--- src/rtl/uart_pkg.sv ---
// Shared types for the configurable UART receiver: FSM state codes,
// parity modes, the per-frame configuration record and parity helpers.
package uart_pkg;

  localparam int DATA_WIDTH = 8;

  typedef logic [2:0] state_e;
  localparam state_e S_IDLE   = 3'b000;
  localparam state_e S_START  = 3'b001;
  localparam state_e S_DATA   = 3'b010;
  localparam state_e S_STOP   = 3'b011;
  localparam state_e S_DONE   = 3'b100;
  localparam state_e S_PARITY = 3'b101;

  // Encoding 3 is not listed and behaves as NONE.
  typedef enum logic [1:0] {
    NONE = 2'd0,
    EVEN = 2'd1,
    ODD  = 2'd2
  } parity_e;

  typedef struct packed {
    parity_e parity;
    logic    two_stop;
  } config_st;

  function automatic logic parity_on(input parity_e p);
    return (p == EVEN) || (p == ODD);
  endfunction

  function automatic logic parity_expect(input parity_e p, input logic data_xor);
    return (p == ODD) ? ~data_xor : data_xor;
  endfunction

endpackage

--- src/rtl/uart_bit_timer.sv ---
// Bit-period down-counter: load a value, count to zero and hold there;
// tick_o is high whenever the count has reached zero.
module uart_bit_timer #(
  parameter int W = 12
) (
  input  logic         clk,
  input  logic         rst,
  input  logic         load_i,
  input  logic [W-1:0] load_val_i,
  output logic         tick_o
);

  logic [W-1:0] count_q, count_d;

  always_comb begin
    count_d = count_q;
    if (load_i) begin
      count_d = load_val_i;
    end else if (count_q != '0) begin
      count_d = count_q - 1'b1;
    end
  end

  always_ff @(posedge clk) begin
    if (rst) count_q <= '0;
    else     count_q <= count_d;
  end

  assign tick_o = (count_q == '0);

endmodule

--- src/rtl/uart_rx_cfg.sv ---
// UART receiver with run-time divider/parity/stop-bit configuration and a
// single-word ready/valid output holding the data plus its error flags.
module uart_rx_cfg #(
  parameter int DATA_WIDTH  = uart_pkg::DATA_WIDTH,
  parameter int DIV_WIDTH   = 12,
  parameter int SYNC_STAGES = 2
) (
  input  logic                  clk,
  input  logic                  rst,
  input  logic                  rx,
  input  logic [DIV_WIDTH-1:0]  clk_div,
  input  logic [1:0]            parity_mode,
  input  logic                  two_stop,
  output logic [DATA_WIDTH-1:0] rx_data,
  output logic                  rx_valid,
  input  logic                  rx_ready,
  output logic                  parity_err,
  output logic                  frame_err,
  output logic                  overrun,
  output logic                  busy
);
  import uart_pkg::*;

  localparam int IDX_W = (DATA_WIDTH > 1) ? $clog2(DATA_WIDTH) : 1;

  // Handshake: the word and flags are presented while rx_valid is high and
  // stay stable until a cycle with rx_valid & rx_ready, where they are consumed.
  logic [SYNC_STAGES-1:0] sync_q;
  logic                   rx_s;
  state_e                 state_q, state_d;
  config_st               cfg_q, cfg_d;
  logic [DIV_WIDTH-1:0]   div_q, div_d, div_eff;
  logic [DATA_WIDTH-1:0]  data_q, data_d, rx_data_q, rx_data_d;
  logic [IDX_W-1:0]       bit_idx_q, bit_idx_d;
  logic                   stop_cnt_q, stop_cnt_d;
  logic                   par_err_q, par_err_d, frm_err_q, frm_err_d;
  logic                   armed_q, armed_d;
  logic                   rx_valid_q, rx_valid_d, parity_err_q, parity_err_d;
  logic                   frame_err_q, frame_err_d, overrun_q, overrun_d;
  logic                   timer_load, tick;
  logic [DIV_WIDTH-1:0]   timer_val;

  assign rx_s    = sync_q[SYNC_STAGES-1];
  assign div_eff = (clk_div < DIV_WIDTH'(4)) ? DIV_WIDTH'(4) : clk_div;

  uart_bit_timer #(.W(DIV_WIDTH)) u_timer (
    .clk        (clk),
    .rst        (rst),
    .load_i     (timer_load),
    .load_val_i (timer_val),
    .tick_o     (tick)
  );

  always_comb begin
    state_d      = state_q;
    cfg_d        = cfg_q;
    div_d        = div_q;
    data_d       = data_q;
    bit_idx_d    = bit_idx_q;
    stop_cnt_d   = stop_cnt_q;
    par_err_d    = par_err_q;
    frm_err_d    = frm_err_q;
    armed_d      = armed_q | rx_s;
    rx_data_d    = rx_data_q;
    rx_valid_d   = rx_valid_q;
    parity_err_d = parity_err_q;
    frame_err_d  = frame_err_q;
    overrun_d    = overrun_q;
    timer_load   = 1'b0;
    timer_val    = div_q - 1'b1;

    if (rx_valid_q && rx_ready) begin
      rx_valid_d = 1'b0;
      overrun_d  = 1'b0;
    end

    case (state_q)
      S_IDLE: begin
        if (armed_q && !rx_s) begin
          state_d    = S_START;
          cfg_d      = '{parity: parity_e'(parity_mode), two_stop: two_stop};
          div_d      = div_eff;
          par_err_d  = 1'b0;
          frm_err_d  = 1'b0;
          timer_load = 1'b1;
          timer_val  = (div_eff >> 1) - 1'b1;
        end
      end
      S_START: begin
        if (tick) begin
          timer_load = 1'b1;
          bit_idx_d  = '0;
          state_d    = rx_s ? S_IDLE : S_DATA;
        end
      end
      S_DATA: begin
        if (tick) begin
          timer_load        = 1'b1;
          data_d[bit_idx_q] = rx_s;
          stop_cnt_d        = 1'b0;
          if (bit_idx_q == IDX_W'(DATA_WIDTH - 1)) begin
            state_d = parity_on(cfg_q.parity) ? S_PARITY : S_STOP;
          end else begin
            bit_idx_d = bit_idx_q + 1'b1;
          end
        end
      end
      S_PARITY: begin
        if (tick) begin
          timer_load = 1'b1;
          if (rx_s != parity_expect(cfg_q.parity, ^data_q)) par_err_d = 1'b1;
          state_d = S_STOP;
        end
      end
      S_STOP: begin
        if (tick) begin
          timer_load = 1'b1;
          // A low stop bit may be a break; re-arm only once the line is high again.
          if (!rx_s) begin
            frm_err_d = 1'b1;
            armed_d   = 1'b0;
          end
          if (cfg_q.two_stop && !stop_cnt_q) stop_cnt_d = 1'b1;
          else                               state_d    = S_DONE;
        end
      end
      S_DONE: begin
        state_d = S_IDLE;
        if (!rx_valid_q || rx_ready) begin
          rx_data_d    = data_q;
          parity_err_d = par_err_q;
          frame_err_d  = frm_err_q;
          rx_valid_d   = 1'b1;
        end else begin
          overrun_d = 1'b1;
        end
      end
      default: state_d = S_IDLE;
    endcase
  end

  always_ff @(posedge clk) begin
    if (rst) begin
      sync_q       <= '1;
      state_q      <= S_IDLE;
      cfg_q        <= '{parity: NONE, two_stop: 1'b0};
      div_q        <= DIV_WIDTH'(4);
      data_q       <= '0;
      bit_idx_q    <= '0;
      stop_cnt_q   <= 1'b0;
      par_err_q    <= 1'b0;
      frm_err_q    <= 1'b0;
      armed_q      <= 1'b0;
      rx_data_q    <= '0;
      rx_valid_q   <= 1'b0;
      parity_err_q <= 1'b0;
      frame_err_q  <= 1'b0;
      overrun_q    <= 1'b0;
    end else begin
      sync_q       <= {sync_q[SYNC_STAGES-2:0], rx};
      state_q      <= state_d;
      cfg_q        <= cfg_d;
      div_q        <= div_d;
      data_q       <= data_d;
      bit_idx_q    <= bit_idx_d;
      stop_cnt_q   <= stop_cnt_d;
      par_err_q    <= par_err_d;
      frm_err_q    <= frm_err_d;
      armed_q      <= armed_d;
      rx_data_q    <= rx_data_d;
      rx_valid_q   <= rx_valid_d;
      parity_err_q <= parity_err_d;
      frame_err_q  <= frame_err_d;
      overrun_q    <= overrun_d;
    end
  end

  assign rx_data    = rx_data_q;
  assign rx_valid   = rx_valid_q;
  assign parity_err = parity_err_q;
  assign frame_err  = frame_err_q;
  assign overrun    = overrun_q;
  assign busy       = (state_q != S_IDLE);

endmodule

--- config.mk ---
export PLATFORM = sky130hd
export DESIGN_NAME = uart_rx_cfg
export DESIGN_NICKNAME = d
export VERILOG_FILES = /design/src/rtl/uart_pkg.sv /design/src/rtl/uart_bit_timer.sv /design/src/rtl/uart_rx_cfg.sv
export SDC_FILE = /design/constraint.sdc
export NUM_CORES = 1
export LEC_CHECK = 0
export BUFFER_PORTS_ARGS = -buffer_cell sky130_fd_sc_hd__buf_4
export CORE_MARGIN = 2
export CORE_UTILIZATION = 43
export CTS_CLUSTER_SIZE = 24
export DETAILED_ROUTE_END_ITERATION = 16
export GPL_ROUTABILITY_DRIVEN = 1
export MAX_ROUTING_LAYER = met4
export SYNTH_ARGS = -nofsm -noshare
export SYNTH_HDL_FRONTEND = slang
export SYNTH_SLANG_ARGS = --single-unit
--- constraint.sdc ---
create_clock -name clk -period 4.3 [get_ports clk]
set_input_delay 0.215 -clock clk [delete_from_list [all_inputs] [get_ports clk]]
set_output_delay 0.215 -clock clk [all_outputs]
set_load 0.03 [all_outputs]
==> metrics.cfg <==
[clock_network]
cts.sinks=59
cts_root_buffer=clkbuf_8
clk_pin_slew_ns=0.07
cts_buffers=9
post_cts_buffers=0
holdBufCountCts=0
cts_tree=yes
clkLatencyLatePin_ns=0.35
clk_path_buf_depth=2
cts_resized=0
h-tree-depth=3

[final_layout]
synthToLayoutAreaGrowth_pct=15.0
final_util_pct=51.1
ff_latch_area_um2=1180
multi_input_area_um2=1890
layout.nets=434
n_antenna_cell=0
fillers=719
drive_gt1_share_pct=15.0

[routing]
wirelength_um=7480
dr.pass1.iters=4
ant_nets=0
vias=2774
dr.first_iter.drc_count=206
viasPerCell=5.41
drc=0
drt-wirelength-per-cell_um=14.6

[sta]
rsz0062_at_grt=false
fin_ws_ns=1.46
worst_pin_slew_ns=0.879
setup_violations=0
slew_viol_final=0
fin_skew_ns=0.0101
setup_tns_ns=0
maxSlewHeadroom_pct=40.9
hold_viol=0
finalCritPeriodShare_pct=66.0
min_period_ns=2.84
fmax_ghz=0.353

[power]
leakagePower_nw=1.44
power.total_mw=1.76
p_per_area_nw_per_um2=477
peakVddDrop_v=0.000209

[global_routing]
overflow=0
antenna_found_initial=0
grt_pass1_vias=2560
grtUsageTotal_pct=19.9
grt_pass1_wl_um=12700
grt_max_degree=54

[floorplanning]
design.core.area_um2=7210
io_pins=32
initial_core_util_pct=44.4
die_w_um=90.3
die-height_um=90.3
dieArea_um2=8150
rows=31

[place]
gp_congestion=0.828
dp_hpwl_um=5170
dp_slack_ns=1.09
portBuffers=31

[yosys]
synth_seq_cells=59
yosys_warnings=0
syn_nets=413
ys_seq_area_share_pct=36.9
synthMostInstantiatedCell=dfxtp_1
async_flop_share_pct=0
synth_area_leaders=dfxtp_1, nand2_1, a21oi_1
ys_types=58
avgSynthCellArea_um2=8.26
synth_top_area_share_pct=36.9
syn-cell-area_um2=3200
synth_top_area_cell=dfxtp_1
synth_common_cells=dfxtp_1, nand2_1, nor2_1, a21oi_1
syn_inst=388
synth_edf_count=0
ys.flop_type=dfxtp_1

[outcome]
status=finished clean

[job]
drv_cap=0

[critical_path]
end_kind=register
startpoint=clk_div[7]
regToRegStartpoint=u_timer.count_q[6]
cp.arrival_ns=3.08
rrSetupSlack_ns=1.73
worst_ep_required_time_ns=4.54
cp_max_fo=6
path_class=in2reg
startpoint_type=input pin

[worst_hold_path]
worstHoldStart=rx_ready
min_path_type=in2reg

-- metal layers --
layer / share of wire [%] / vias to the layer above / track usage [%]
li1: - / 1421 / -
met5: 0 / - / -
met4: 1.4 / 0 / 7.31
met3: 4.6 / 9 / 4.51
met2: 41 / 61 / 26.4
met1: 53 / 1283 / 29.4
-- area by class of cell --
class / instances / share of cell area, %
Clock buffer: 10 / 3.74
Clock inverter: 6 / 1.77
Inverter: 9 / 0.917
Multi-Input combinational cell: 297 / 51.4
Sequential cell: 59 / 32.1
Tap cell: 99 / 3.36
Timing Repair Buffer: 33 / 6.73
-- registers in the layout (all words and copies together), names as in the netlist --
register	count
data_q	8
stop_cnt_q	1
div_q	12
par_err_q	1
armed_q	1
rx_data	8
parity_err	1
rx_valid	1
state_q	3
frame_err	1
u_timer.count_q	12
cfg_q	3
overrun	1
frm_err_q	1
sync_q	2
bit_idx_q	3
-- critical path: stages --
cell       delay (ns)
buf_4            0.13
or4_1            0.65
nor3_4           0.25
nand3_1          0.10
nand2_1          0.08
ha_1             0.17
or4b_2           0.67
o41ai_1          0.29
o211a_1          0.20
a2111oi_0        0.06
or2_1            0.27
-- power breakdown --
group | switching, mW | internal, mW | total [mW]
clock | 0.237 | 0.283 | 0.520
combinational | 0.331 | 0.227 | 0.558
sequential | 0.0771 | 0.604 | 0.681
-- stage by stage --
| stage | std cells | cell area, um^2 | hold slack, ns |
|---|---|---|---|
| CTS | 513 | 3680 | 0.0359 |
| floorplan | 388 | 3200 | 0.311 |
| global placement | 497 | 3480 | 0.393 |
| finish | 513 | 3680 | 0.0442 |
| global route | 513 | 3680 | 0.0360 |
| detailed placement | 497 | 3480 | 0.393 |
-- worst paths after layout --
kind                                           end  depth (start not counted)
worst max-delay path            u_timer.count_q[8]                         11
worst min register to register           sync_q[1]                          1
worst max register to register  u_timer.count_q[0]                          5
worst min-delay path                       overrun                          2
-- cells in the final DEF, fill, tap and decap left out, types with 3 or more instances in the layout --
cell type   n
dfxtp_1    59
nand2_1    48
nor2_1     37
a21oi_1    35
buf_4      33
mux2i_1    17
xnor2_1    16
nor3_1     14
nand3_1    12
a211oi_1   12
xor2_1     11
clkbuf_8   10
inv_1       9
o21ai_0     8
nand2b_1    7
ha_1        6
nor4_1      5
nand4_1     5
or3_1       4
or4_1       3
or2_2       3
nand3b_1    3
a211o_1     3
nor3b_1     3
a21o_1      3
nand4b_1    3
-- logic make-up after synthesis --
kind of cell | after synthesis | synth area share, %
AND/OR/NAND/NOR | 164 | 26.8
AO/OA/AOI/OAI | 82 | 16.6
flip-flops | 59 | 36.9
buffers and inverters | 32 | 3.98
XOR/XNOR | 28 | 8.09
multiplexers | 17 | 5.31
adder cells (fa/ha/maj) | 6 | 2.34
No activity file was read; power rests on OpenSTA's default activity.
